**src/rtl/addsub_seq_n_pkg.sv**
```systemverilog
// rtl/addsub_seq_n_pkg.sv - shared types and parameter helpers for addsub_seq_n
`ifndef ADDSUB_SEQ_N_CHECK
`define ADDSUB_SEQ_N_CHECK(W, D) \
  if ((D) < 1 || (D) > (W) || ((W) % (D)) != 0) begin : g_cfg_check \
    $error("addsub_seq_n: WIDTH must be a positive multiple of DIGIT"); \
  end
`endif

package addsub_seq_n_pkg;

  typedef enum logic [1:0] {
    IDLE = 2'd0,
    RUN  = 2'd1,
    DONE = 2'd2
  } state_t;

  function automatic int nslice(input int width, input int digit);
    return (digit > 0) ? width / digit : 1;
  endfunction

  // Slice counter never needs fewer than one bit, even for a single slice.
  function automatic int cnt_width(input int n);
    return (n > 1) ? $clog2(n) : 1;
  endfunction

endpackage

```
**src/rtl/addsub_seq_n_slice.sv**
```systemverilog
// rtl/addsub_seq_n_slice.sv - DIGIT-bit combinational ripple slice built from full_adder cells
module addsub_slice #(
  parameter int DIGIT = 4
) (
  input  logic [DIGIT-1:0] a,
  input  logic [DIGIT-1:0] b,
  input  logic             cin,
  output logic [DIGIT-1:0] s,
  output logic             cout,
  output logic             c_msb_in
);

  logic [DIGIT:0] c;

  assign c[0] = cin;

  for (genvar i = 0; i < DIGIT; i++) begin : g_fa
    full_adder u_fa (
      .a    (a[i]),
      .b    (b[i]),
      .cin  (c[i]),
      .s    (s[i]),
      .cout (c[i+1])
    );
  end

  assign cout     = c[DIGIT];
  // Carry into the slice MSB; on the last slice this feeds overflow detection.
  assign c_msb_in = c[DIGIT-1];

endmodule

```
**src/rtl/full_adder.sv**
```systemverilog
// rtl/full_adder.sv - single-bit full adder cell
module full_adder (
  input  logic a,
  input  logic b,
  input  logic cin,
  output logic s,
  output logic cout
);

  assign s    = a ^ b ^ cin;
  assign cout = (a & b) | (cin & (a ^ b));

endmodule

```
**src/rtl/addsub_seq_n.sv**
```systemverilog
// rtl/addsub_seq_n.sv - multi-cycle WIDTH-bit adder/subtractor iterating a DIGIT-bit slice
module addsub_seq_n
  import addsub_seq_n_pkg::*;
#(
  parameter int WIDTH = 16,
  parameter int DIGIT = 4
) (
  input  logic             clk,
  input  logic             rst,
  input  logic             in_valid,
  output logic             in_ready,
  input  logic [WIDTH-1:0] A,
  input  logic [WIDTH-1:0] B,
  input  logic             M,
  output logic             out_valid,
  input  logic             out_ready,
  output logic [WIDTH-1:0] S,
  output logic             C,
  output logic             V,
  output logic             Z
);

  localparam int NSLICE = nslice(WIDTH, DIGIT);
  localparam int CW     = cnt_width(NSLICE);
  localparam logic [CW-1:0] LAST = CW'(NSLICE - 1);

  `ADDSUB_SEQ_N_CHECK(WIDTH, DIGIT)

  state_t           state, state_nx;
  logic [WIDTH-1:0] a_r, b_r;
  logic [WIDTH-1:0] res_nx;
  logic [CW-1:0]    cnt;
  logic             carry_r;
  logic             accept, step, last;
  logic [DIGIT-1:0] sum;
  logic             cout, c_msb_in;

  addsub_slice #(.DIGIT(DIGIT)) u_slice (
    .a        (a_r[DIGIT-1:0]),
    .b        (b_r[DIGIT-1:0]),
    .cin      (carry_r),
    .s        (sum),
    .cout     (cout),
    .c_msb_in (c_msb_in)
  );

  // Result accumulates from the top: earlier slices drift down as new ones enter.
  if (NSLICE == 1) begin : g_one
    assign res_nx = sum;
  end else begin : g_many
    logic [WIDTH-DIGIT-1:0] res_r;

    assign res_nx = {sum, res_r};

    always_ff @(posedge clk or posedge rst) begin
      if (rst) begin
        res_r <= '0;
      end else if (step) begin
        res_r <= res_nx[WIDTH-1:DIGIT];
      end
    end
  end

  always_ff @(posedge clk or posedge rst) begin
    if (rst) begin
      state <= IDLE;
    end else begin
      state <= state_nx;
    end
  end

  always_comb begin
    state_nx = state;
    in_ready = 1'b0;
    accept   = 1'b0;
    step     = 1'b0;
    last     = 1'b0;
    unique case (state)
      IDLE: begin
        in_ready = 1'b1;
        if (in_valid) begin
          accept   = 1'b1;
          state_nx = RUN;
        end
      end
      RUN: begin
        step = 1'b1;
        if (cnt == LAST) begin
          last     = 1'b1;
          state_nx = DONE;
        end
      end
      DONE: begin
        if (out_ready) begin
          state_nx = IDLE;
        end
      end
      default: state_nx = IDLE;
    endcase
  end

  // Subtraction is A + ~B + 1: invert B at capture and seed the carry with M.
  always_ff @(posedge clk or posedge rst) begin
    if (rst) begin
      a_r       <= '0;
      b_r       <= '0;
      carry_r   <= 1'b0;
      cnt       <= '0;
      out_valid <= 1'b0;
      S         <= '0;
      C         <= 1'b0;
      V         <= 1'b0;
      Z         <= 1'b0;
    end else begin
      if (accept) begin
        a_r     <= A;
        b_r     <= B ^ {WIDTH{M}};
        carry_r <= M;
        cnt     <= '0;
      end else if (step) begin
        a_r     <= a_r >> DIGIT;
        b_r     <= b_r >> DIGIT;
        carry_r <= cout;
        cnt     <= cnt + CW'(1);
      end

      if (last) begin
        S         <= res_nx;
        C         <= cout;
        V         <= c_msb_in ^ cout;
        Z         <= (res_nx == '0);
        out_valid <= 1'b1;
      end else if (out_valid && out_ready) begin
        out_valid <= 1'b0;
      end
    end
  end

endmodule

```
**config.mk**
```make
export PLATFORM = sky130hd
export DESIGN_NAME = addsub_seq_n
export DESIGN_NICKNAME = d
export VERILOG_FILES = /design/src/rtl/addsub_seq_n_pkg.sv /design/src/rtl/addsub_seq_n_slice.sv /design/src/rtl/full_adder.sv /design/src/rtl/addsub_seq_n.sv
export SDC_FILE = /design/constraint.sdc
export NUM_CORES = 1
export LEC_CHECK = 0
export CAP_MARGIN = 20
export CORE_ASPECT_RATIO = 0.7
export CORE_MARGIN = 5
export CORE_UTILIZATION = 56
export CTS_CLUSTER_SIZE = 20
export DETAILED_ROUTE_END_ITERATION = 7
export PLACE_DENSITY_LB_ADDON = 0.25
export SETUP_SLACK_MARGIN = 0.4
export SLEW_MARGIN = 10
export SYNTH_ARGS = -nofsm -noshare
export SYNTH_HDL_FRONTEND = slang
export SYNTH_SLANG_ARGS = --single-unit
```
**constraint.sdc**
```tcl
create_clock -name clk -period 7.71 [get_ports clk]
set_input_delay 1.542 -clock clk [delete_from_list [all_inputs] [get_ports clk]]
set_output_delay 1.542 -clock clk [all_outputs]
set_load 0.005 [all_outputs]
```
# Word level (Yosys, flattened, before mapping)
# Index checks and enable logic that the tools add are counted.
dict set report word_totals {
  mem_bits_rw 0
  latchBits 0
  reg_bits 69
  n_memories 0
  in_bits 37
  wordCells 66
  rom_bits 0
  output_inout_bits 21
}
dict set report op_classes {
  div 0
  n_addsub 1
  mul 0
  magnitude_cmp 0
  shifts 0
  n_bitwise 22
  mux 20
  eq_ne 6
  n_reduce_logical 6
}
# op count
set ops {}
lappend ops {{$mux 16} 4}
lappend ops {{$logic_not 16->1} 1}
lappend ops {{$xor 16x16->16} 1}
lappend ops {{$mux 1} 10}
lappend ops {{$mux 2} 5}
lappend ops {{$xor 1x1->1} 9}
lappend ops {{$and 1x1->1} 8}
lappend ops {{$ne 2x2->1 const B} 3}
lappend ops {{$pmux 2 s3} 1}
lappend ops {{$eq 2x2->1 const B} 2}
lappend ops {{$or 1x1->1} 4}
lappend ops {{$reduce_bool 2->1} 2}
lappend ops {{$reduce_and 3->1} 1}
lappend ops {{$add 2x1->2 const B} 1}
lappend ops {{$eq 2x1->1 const B} 1}
lappend ops {{$logic_not 2->1} 1}
lappend ops {{$logic_and 1x1->1} 1}

# Logic depth before layout (Yosys ltp)
# Gate-level depths: netlist (run 1).
dict set report logic_depth {
  depth_word 11
  ltp_mapped 10
  depth_no_buf 10
}

# Modules after synthesis
# Synthesis (run 1) repeated with hierarchy kept, for this count alone.
dict set report unflattened {
  hier_cells 297
  area_unflattened_um2 3066.7
}
# mod seq_area_each_um2 area_each_um2 n_inst cells_per_inst
set modules_own_cells {}
lappend modules_own_cells {addsub_seq_n 1726.7 2986.6 1 293}
lappend modules_own_cells {full_adder 0.0 20.0 4 1}

# Least setup slack after synthesis (run 1)
# No wires, ideal clock.
dict set report synth_path {
  path_type {input port to flip-flop}
  from {in in_valid}
  to {reg b_r[0]}
  slack_ps 5296
  t_required_ps 7584
  stages 5
  setup_time_ps 126
  arrival_ps 2288
  path_buffers 2
  cell_sequence {or3b_1 > buf_6 > buf_6 > nor2_1 > a31oi_1}
}
dict set report synth_via {
  elab_chain_len 3
  elab_cells_between_ends 4
  classes_between {mux (3); reduce/logical (1)}
}
# item line_no
set synth_lines {}
lappend synth_lines {{start: declaration} addsub_seq_n.sv:10} ;# input logic in_valid,
lappend synth_lines {{$mux 1 *} addsub_seq_n.sv:81} ;# if (in_valid) begin
lappend synth_lines {{$mux 1 *} addsub_seq_n.sv:78} ;# unique case (state)
lappend synth_lines {{$mux 16 / $reduce_bool 2->1 (equally long branches)} -}
lappend synth_lines {{end signal: assignment} addsub_seq_n.sv:117} ;# b_r <= B ^ {WIDTH{M}};
lappend synth_lines {{end signal: assignment} addsub_seq_n.sv:122} ;# b_r <= b_r >> DIGIT;
lappend synth_lines {{end: declaration} addsub_seq_n.sv:30} ;# logic [WIDTH-1:0] a_r, b_r;
# Every way passes the cells marked *; elsewhere a longest branch is shown, timed or not.
# A chain may end at the register's enable or synchronous reset.

# Worst setup path in the final report (run 1)
dict set report layout_path {
  from {reg state[0]}
  to {out in_ready}
}
dict set report layout_via {
  elab_chain_len 2
}
# item line_no
set layout_lines {}
lappend layout_lines {{start: declaration} addsub_seq_n.sv:29} ;# state_t state, state_nx;
lappend layout_lines {{start signal: assignment} addsub_seq_n.sv:68} ;# state <= state_nx;
lappend layout_lines {{$logic_not 2->1} addsub_seq_n.sv:78}
lappend layout_lines {{$mux 1} addsub_seq_n.sv:78}
lappend layout_lines {{end: declaration} addsub_seq_n.sv:11} ;# output logic in_ready,
# No other way between the ends.

==> results of run 1 <==
## power groups by stage
stage	Combinational [uW]	Sequential [uW]	Clock, uW
after global placement	635	638	0
after floorplan	457	618	0
final	662	638	264
after CTS	666	639	268
after detailed placement	660	644	0
after global routing	747	661	283
## layout make-up
| type | count | area (um2) | share of cell area (%) |
|---|---|---|---|
| flip-flops and latches | 69 | 1727 | 44.76 |
| multi-input cells | 205 | 1221 | 31.66 |
| repair buffers | 62 | 608.1 | 15.76 |
| clock buffers | 14 | 172.7 | 4.476 |
| well taps | 72 | 90.09 | 2.335 |
| inverters | 9 | 33.78 | 0.8758 |
| clock inverters | 1 | 5.005 | 0.1297 |
## cells by family after synthesis
kind of cell,synth area share (%)
and+or+nand+nor,17.42
DFF,55.40
AOI/OAI and AO/OA,8.872
buffers and inverters,5.499
xor gates and xnor gates,4.777
muxes,5.058
adders and majority gates,2.971
## worst min-delay path, stage by stage, from the launching register on
cell and delay [ns]:
sky130_fd_sc_hd__dfrtp_1 0.34, sky130_fd_sc_hd__nand2_1 0.05, sky130_fd_sc_hd__nand2_1 0.05
## layer usage
layer,vias to the layer above,part of all wire [%],GRT usage (%)
li1,1112,-,-
met1,1093,47,26.27
met2,53,46,27.90
met3,10,5.6,7.397
met4,0,1.3,3.636
met5,-,0,0
## cell usage in the layout, fill, tap and decap left out, types with 8 or more instances in the layout
cell type,n
sky130_fd_sc_hd__nand2_1,94
sky130_fd_sc_hd__dfrtp_1,69
sky130_fd_sc_hd__clkdlybuf4s50_1,57
sky130_fd_sc_hd__mux2_2,14
sky130_fd_sc_hd__nor2_1,14
sky130_fd_sc_hd__xor2_1,12
sky130_fd_sc_hd__a22oi_1,12
sky130_fd_sc_hd__clkbuf_8,12
sky130_fd_sc_hd__o21ai_0,11
sky130_fd_sc_hd__a31oi_1,11
sky130_fd_sc_hd__nand3_1,8
sky130_fd_sc_hd__inv_1,8
## state kept, by name, summed over array words and instances (netlist names)
name	flops
C	1
S	16
V	1
Z	1
a_r	16
b_r	16
carry_r	1
cnt	2
g_many.res_r	12
out_valid	1
state	2
## metrics by stage
stage	cells	instance area, um2	hold WS (ns)
floorplan	302	3117	0.4459
global placement	415	3665	0.4602
detailed placement	416	3672	0.4628
CTS	431	3850	0.4783
global route	432	3857	0.4922
finish	432	3857	0.4725
## worst max-delay path by stage
stage,from,end,slack (ns),cells after the start
3_3_place_gp,in_valid,b_r[11]$_DFFE_PP0P_,4.26,4
2_1_floorplan,rst,C$_DFFE_PP0P_,4.43,1
5_1_grt,state[0]$_DFFE_PP0P_,in_ready,4.66,2
3_5_place_dp,in_valid,b_r[11]$_DFFE_PP0P_,4.20,4
6_report,state[0]$_DFFE_PP0P_,in_ready,4.73,2
4_1_cts,in_valid,b_r[11]$_DFFE_PP0P_,4.55,4
==> flow_summary.html, run 1 <==
<table>
<tr><th>Metric</th><th>Value</th></tr>
<tr><th colspan="2">Worst setup path</th></tr>
<tr><td>Setup slack of the worst register-to-register path</td><td>5.04 ns</td></tr>
<tr><td>Family of cells with the greatest summed delay on the critical path</td><td>buffers and inverters</td></tr>
<tr><td>Worst reg2reg path endpoint</td><td>Z$_DFFE_PP0P_</td></tr>
<tr><td>Number of buffer and inverter instances along the worst setup path</td><td>1</td></tr>
<tr><td>Delay of the slowest cell on the worst path</td><td>0.51 ns</td></tr>
<tr><td>Slowest library cell on the worst path</td><td>sky130_fd_sc_hd__clkdlybuf4s50_1</td></tr>
<tr><td>Crit. End Element</td><td>output port</td></tr>
<tr><td>Depth of the worst register-to-register path</td><td>10</td></tr>
<tr><td>Critical path start-end classification</td><td>flop to output port</td></tr>
<tr><td>Maximum net fanout on the critical path</td><td>8</td></tr>
<tr><td>Arrival time at the worst endpoint</td><td>1.44 ns</td></tr>
<tr><td>Crit-path cells</td><td>nor2_1, clkdlybuf4s50_1</td></tr>
<tr><td>Required time at the endpoint of the critical path</td><td>6.17 ns</td></tr>
<tr><td>Startpoint of the worst register-to-register path</td><td>carry_r$_DFFE_PP0P_</td></tr>
<tr><td>Startpoint types</td><td>flop</td></tr>
<tr><th colspan="2">CTS</th></tr>
<tr><td>CTS buffer count</td><td>9</td></tr>
<tr><td>CTS tree</td><td>built</td></tr>
<tr><td>Source-to-sink clock delay at the later pin of the worst-skew pair</td><td>0.34 ns</td></tr>
<tr><td>Sink Count</td><td>69</td></tr>
<tr><td>Clock root cell</td><td>sky130_fd_sc_hd__clkbuf_8</td></tr>
<tr><td>Hold-fix buffers at CTS</td><td>0</td></tr>
<tr><td>Setup bufs post-CTS</td><td>0</td></tr>
<tr><td>CTS HTree Levels</td><td>3</td></tr>
<tr><td>Total of cells resized after clock tree synthesis</td><td>0</td></tr>
<tr><td>Buffer depth of the longest clock path</td><td>2</td></tr>
<tr><td>Post-CTS clock slew at the launch and capture registers of the worst setup and hold paths</td><td>0.07 ns</td></tr>
<tr><th colspan="2">Logic synthesis</th></tr>
<tr><td>Synth area leaders</td><td>sky130_fd_sc_hd__dfrtp_1, sky130_fd_sc_hd__nand2_1, sky130_fd_sc_hd__mux2_2</td></tr>
<tr><td>Most frequent cell after synthesis</td><td>sky130_fd_sc_hd__nand2_1</td></tr>
<tr><td>Library cell occupying the most area in the post-synthesis netlist</td><td>sky130_fd_sc_hd__dfrtp_1</td></tr>
<tr><td>Synthesized area per cell</td><td>10.32 um2</td></tr>
<tr><td>Post-synthesis cell area</td><td>3117 um2</td></tr>
<tr><td>Most frequently used flop master after synthesis</td><td>sky130_fd_sc_hd__dfrtp_1</td></tr>
<tr><td>Net count after synthesis</td><td>344</td></tr>
<tr><td>Synthesized instance count</td><td>302</td></tr>
<tr><td>Number of enable-type register cells in the synthesized netlist</td><td>0</td></tr>
<tr><td>Async SR Flop Fraction</td><td>100.0%</td></tr>
<tr><td>Warning count from the yosys run</td><td>0</td></tr>
<tr><td>Share of the synthesized area in the top cell type</td><td>55.40%</td></tr>
<tr><td>Synth unique cells</td><td>30</td></tr>
<tr><td>List of most frequent post-synthesis cells</td><td>sky130_fd_sc_hd__nand2_1, sky130_fd_sc_hd__dfrtp_1, sky130_fd_sc_hd__mux2_2, sky130_fd_sc_hd__nor2_1</td></tr>
<tr><td>Number of storage elements in the synthesis netlist</td><td>69</td></tr>
<tr><td>Post-synthesis sequential area ratio</td><td>55.40%</td></tr>
<tr><th colspan="2">STA</th></tr>
<tr><td>Setup-failing EPs final</td><td>0</td></tr>
<tr><td>Fmax</td><td>335.1 MHz</td></tr>
<tr><td>Clock Skew</td><td>0.005841 ns</td></tr>
<tr><td>Final Max Slew Viols</td><td>0</td></tr>
<tr><td>Final min period</td><td>2.984 ns</td></tr>
<tr><td>Max transition margin</td><td>43.37%</td></tr>
<tr><td>Setup repair after global routing missed its margin</td><td>false</td></tr>
<tr><td>Final sum of negative setup slack</td><td>0 ns</td></tr>
<tr><td>Fraction of the cycle the final worst path needs</td><td>38.70%</td></tr>
<tr><td>Post-layout worst setup margin</td><td>4.726 ns</td></tr>
<tr><td>Slew at the pin with the worst max-slew slack</td><td>0.8468 ns</td></tr>
<tr><td>Final Hold Vio Count</td><td>0</td></tr>
<tr><th colspan="2">Floorplanning</th></tr>
<tr><td>Top-level port count</td><td>58</td></tr>
<tr><td>Die area</td><td>7181 um2</td></tr>
<tr><td>Overall die width</td><td>99.17 um</td></tr>
<tr><td>Initial cell density of the core</td><td>58.67%</td></tr>
<tr><td>Die Span Y</td><td>72.42 um</td></tr>
<tr><td>Core Footprint</td><td>5313 um2</td></tr>
<tr><td>Placement Rows</td><td>22</td></tr>
<tr><th colspan="2">Worst hold path</th></tr>
<tr><td>Kind of path behind the tightest hold check</td><td>flop to flop</td></tr>
<tr><td>Hold Path Depth</td><td>2</td></tr>
<tr><td>Worst hold path startpoint</td><td>a_r[6]$_DFFE_PP0P_</td></tr>
<tr><td>Worst hold path endpoint</td><td>a_r[6]$_DFFE_PP0P_</td></tr>
<tr><th colspan="2">Final layout</th></tr>
<tr><td>Antenna cells</td><td>0</td></tr>
<tr><td>Ratio of cells with drive above 1 in the final layout</td><td>11.67%</td></tr>
<tr><td>Final core occ</td><td>72.61%</td></tr>
<tr><td>Synthesis-to-layout area growth</td><td>23.77%</td></tr>
<tr><td>Number of inserted filler cells in the final layout</td><td>391</td></tr>
<tr><td>Net count reported at finish</td><td>398</td></tr>
<tr><th colspan="2">Routing</th></tr>
<tr><td>Final ANT Viol Nets</td><td>0</td></tr>
<tr><td>Via count</td><td>2,268</td></tr>
<tr><td>Final WL</td><td>6154 um</td></tr>
<tr><td>Detailed-route DRC error count</td><td>0</td></tr>
<tr><td>Number of iterations in the first detailed-routing pass</td><td>4</td></tr>
<tr><td>DRC marker count from the first detailed-route iteration</td><td>150</td></tr>
<tr><td>Via density per instance</td><td>5.250</td></tr>
<tr><td>Routed wirelength normalized by instance count</td><td>14.25 um</td></tr>
<tr><th colspan="2">Placement</th></tr>
<tr><td>Buffers added on ports</td><td>57</td></tr>
<tr><td>Post-DP HPWL</td><td>4192 um</td></tr>
<tr><td>GP Congestion</td><td>0.7642</td></tr>
<tr><td>Dpl ws</td><td>4.202 ns</td></tr>
<tr><th colspan="2">Global route</th></tr>
<tr><td>Number of antenna violations at the first check in global routing</td><td>0</td></tr>
<tr><td>Global-route wire length before repair</td><td>10,600 um</td></tr>
<tr><td>Largest net degree at the start of global routing</td><td>70</td></tr>
<tr><td>Total routing resource utilization after global routing</td><td>18.71%</td></tr>
<tr><td>Number of global-route vias before repair</td><td>2,225</td></tr>
<tr><td>Overflow left after global routing</td><td>0</td></tr>
<tr><th colspan="2">Power and ir drop</th></tr>
<tr><td>Max IR drop VDD</td><td>0.1896 mV</td></tr>
<tr><td>Part of the total power dissipated in sequential elements</td><td>40.8%</td></tr>
<tr><td>Leak Pwr</td><td>0.001793 uW</td></tr>
<tr><td>Fraction of power consumed by combinational cells</td><td>42.3%</td></tr>
<tr><td>Share of power burned in the clock network</td><td>16.9%</td></tr>
<tr><td>Switching power total</td><td>577.6 uW</td></tr>
<tr><td>Fraction of power spent switching nets</td><td>36.93%</td></tr>
<tr><td>Power density over the cells</td><td>405.5 nW/um2</td></tr>
<tr><td>Internal portion of total power</td><td>986.4 uW</td></tr>
<tr><td>Total power</td><td>1564 uW</td></tr>
<tr><th colspan="2">Run status</th></tr>
<tr><td>Result of the run</td><td>finished, final reports clean</td></tr>
<tr><th colspan="2">Job</th></tr>
<tr><td>Max-capacitance violation count</td><td>0</td></tr>
</table>
(Power assumes the default switching activity.)
==> inputs of run 2 (changes only) <==
Settings changed: CORE_UTILIZATION 56 to 52.
Clock period 7.71 ns to 3 ns, I/O delays scaled along.
==> flow_summary.html, run 2 (synthesized netlist as in run 1, its figures left out) <==
<table>
<tr><th>Metric</th><th>Value</th></tr>
<tr><th colspan="2">Run status</th></tr>
<tr><td>Result of the run</td><td>finished, final reports clean</td></tr>
<tr><th colspan="2">CTS</th></tr>
<tr><td>Sink Count</td><td>69</td></tr>
<tr><td>CTS tree</td><td>built</td></tr>
<tr><td>Clock root cell</td><td>sky130_fd_sc_hd__clkbuf_8</td></tr>
<tr><td>CTS buffer count</td><td>9</td></tr>
<tr><td>Buffer depth of the longest clock path</td><td>2</td></tr>
<tr><td>CTS HTree Levels</td><td>3</td></tr>
<tr><td>Source-to-sink clock delay at the later pin of the worst-skew pair</td><td>0.34 ns</td></tr>
<tr><td>Post-CTS clock slew at the launch and capture registers of the worst setup and hold paths</td><td>0.07 ns</td></tr>
<tr><td>Hold-fix buffers at CTS</td><td>0</td></tr>
<tr><th colspan="2">STA</th></tr>
<tr><td>Max transition margin</td><td>53.18%</td></tr>
<tr><td>Slew at the pin with the worst max-slew slack</td><td>0.7013 ns</td></tr>
<tr><td>Setup-failing EPs final</td><td>0</td></tr>
<tr><td>Final Hold Vio Count</td><td>0</td></tr>
<tr><td>Fraction of the cycle the final worst path needs</td><td>82.12%</td></tr>
<tr><td>Final Max Slew Viols</td><td>0</td></tr>
<tr><td>Post-layout worst setup margin</td><td>0.5364 ns</td></tr>
<tr><td>Clock Skew</td><td>0.01487 ns</td></tr>
<tr><td>Final min period</td><td>2.464 ns</td></tr>
<tr><td>Final sum of negative setup slack</td><td>0 ns</td></tr>
<tr><td>Fmax</td><td>405.9 MHz</td></tr>
<tr><td>Setup repair after global routing missed its margin</td><td>false</td></tr>
<tr><th colspan="2">Final layout</th></tr>
<tr><td>Largest registers</td><td>S (16), a_r (16), b_r (16)</td></tr>
<tr><td>Final instance area</td><td>3979 um2</td></tr>
<tr><td>Antenna cells</td><td>0</td></tr>
<tr><td>Commonest non-fill, non-tap cells in the layout</td><td>sky130_fd_sc_hd__nand2_1, sky130_fd_sc_hd__dfrtp_1, sky130_fd_sc_hd__clkdlybuf4s50_1</td></tr>
<tr><td>Ratio of cells with drive above 1 in the final layout</td><td>13.46%</td></tr>
<tr><td>Synthesis-to-layout area growth</td><td>27.66%</td></tr>
<tr><td>Leading cell type in the layout, fill and taps excluded</td><td>sky130_fd_sc_hd__nand2_1</td></tr>
<tr><td>Net count reported at finish</td><td>401</td></tr>
<tr><th colspan="2">Worst setup path</th></tr>
<tr><td>Setup slack of the worst register-to-register path</td><td>0.54 ns</td></tr>
<tr><td>Startpoint of the worst register-to-register path</td><td>carry_r$_DFFE_PP0P_</td></tr>
<tr><td>Number of buffer and inverter instances along the worst setup path</td><td>3</td></tr>
<tr><td>Delay of the slowest cell on the worst path</td><td>0.55 ns</td></tr>
<tr><td>Family of cells with the greatest summed delay on the critical path</td><td>adder cells</td></tr>
<tr><td>Critical path start-end classification</td><td>flop to flop</td></tr>
<tr><td>Crit. End Element</td><td>flop</td></tr>
<tr><td>Required time at the endpoint of the critical path</td><td>3.26 ns</td></tr>
<tr><td>Arrival time at the worst endpoint</td><td>2.72 ns</td></tr>
<tr><td>Crit-path cells</td><td>inv_1, fa_1, inv_2, fa_2, fa_2, inv_1, fa_1, nor4b_4, nand4_1, o21ai_1</td></tr>
<tr><td>Maximum net fanout on the critical path</td><td>3</td></tr>
<tr><td>Startpoint of the worst setup timing path</td><td>carry_r$_DFFE_PP0P_</td></tr>
<tr><td>Startpoint types</td><td>flop</td></tr>
<tr><td>Slowest library cell on the worst path</td><td>sky130_fd_sc_hd__fa_1</td></tr>
<tr><th colspan="2">Routing</th></tr>
<tr><td>Final WL</td><td>6309 um</td></tr>
<tr><td>DRC marker count from the first detailed-route iteration</td><td>93</td></tr>
<tr><td>Final ANT Viol Nets</td><td>0</td></tr>
<tr><td>Routed wirelength normalized by instance count</td><td>14.37 um</td></tr>
<tr><td>Number of iterations in the first detailed-routing pass</td><td>4</td></tr>
<tr><td>Via density per instance</td><td>5.171</td></tr>
<tr><td>Via count</td><td>2,270</td></tr>
<tr><td>Detailed-route DRC error count</td><td>0</td></tr>
<tr><th colspan="2">Job</th></tr>
<tr><td>Max-capacitance violation count</td><td>0</td></tr>
<tr><th colspan="2">Power and ir drop</th></tr>
<tr><td>Leak Pwr</td><td>0.001843 uW</td></tr>
<tr><td>Max IR drop VDD</td><td>0.3881 mV</td></tr>
<tr><td>Power density over the cells</td><td>1080 nW/um2</td></tr>
<tr><th colspan="2">Floorplanning</th></tr>
<tr><td>Die area</td><td>7667 um2</td></tr>
<tr><td>Placement Rows</td><td>23</td></tr>
<tr><td>Top-level port count</td><td>58</td></tr>
<tr><td>Initial cell density of the core</td><td>53.88%</td></tr>
<tr><td>Overall die width</td><td>102.5 um</td></tr>
<tr><td>Die Span Y</td><td>74.78 um</td></tr>
<tr><td>Core Footprint</td><td>5784 um2</td></tr>
<tr><th colspan="2">Placement</th></tr>
<tr><td>Post-DP HPWL</td><td>4324 um</td></tr>
<tr><td>Buffers added on ports</td><td>57</td></tr>
<tr><td>Post-Place Cell Area</td><td>3704 um2</td></tr>
<tr><td>GP Congestion</td><td>0.7598</td></tr>
<tr><td>Dpl ws</td><td>0.4024 ns</td></tr>
<tr><th colspan="2">Worst hold path</th></tr>
<tr><td>Kind of path behind the tightest hold check</td><td>flop to flop</td></tr>
<tr><td>Worst hold path startpoint</td><td>a_r[5]$_DFFE_PP0P_</td></tr>
<tr><th colspan="2">Global route</th></tr>
<tr><td>Overflow left after global routing</td><td>0</td></tr>
<tr><td>Global-route wire length before repair</td><td>11,010 um</td></tr>
<tr><td>Total routing resource utilization after global routing</td><td>18.80%</td></tr>
<tr><td>Number of antenna violations at the first check in global routing</td><td>0</td></tr>
<tr><td>Largest net degree at the start of global routing</td><td>38</td></tr>
<tr><td>Number of global-route vias before repair</td><td>2,317</td></tr>
</table>
[run 2: timing repair]
action | in CTS | in global routing
pin swaps | 0 | 1
setup buffers | 0 | 1
endpoints found under the setup margin | 1 | 1
gates resized for setup | 1 | 5
[run 2: metal layers]
layer	share of wire [%]	routed length, um	track usage (%)
met1	48	3030	26.76
met3	5.7	360	5.926
met5	0	0	0
met4	1.2	74	6.405
met2	45	2844	27.54
[run 2: path summary, 6_finish.rpt]
| path | to | depth (start not counted) |
|---|---|---|
| worst max-delay path | Z$_DFFE_PP0P_ | 10 |
| worst min-delay path | a_r[5]$_DFFE_PP0P_ | 2 |
| worst max register to register | Z$_DFFE_PP0P_ | 10 |
| worst min register to register | a_r[5]$_DFFE_PP0P_ | 2 |
| max in group asynchronous | a_r[1]$_DFFE_PP0P_ | 3 |
| min in group asynchronous | g_many.res_r[11]$_DFFE_PP0P_ | 2 |
[run 2: power by group]
group          internal, uW  leakage, uW  switching, uW
clock                   575     0.000121            332
sequential             1360     0.000873            289
combinational           857     0.000850            882
total                  2790      0.00184           1500
[run 2: tightest hold or removal path: stages (launching register included)]
cell	delay (ns)
sky130_fd_sc_hd__dfrtp_1	0.35
sky130_fd_sc_hd__nand2_1	0.05
sky130_fd_sc_hd__nand2_1	0.05
[run 2: cell type report]
cell class                 instances  area, um2
timing repair buffer              65      643.1
clock buffer                      12      145.1
inverter                           9      33.78
tap                               75      93.84
multi-input combinational        205       1241
fill                             452       1805
clock inverter                     4      95.09
sequential                        69       1727
[run 2: per-stage QoR]
stage          util [%]  cells  hold slack, ns  power (uW)
2_1_floorplan         -    302          0.4459        2763
3_3_place_gp      64.03    421          0.4612        3280
3_5_place_dp      64.03    421          0.4645        3336
4_1_cts           68.22    437          0.4816        4276
5_1_grt           68.79    439          0.4949        4643
6_report          68.79    439          0.4781        4297
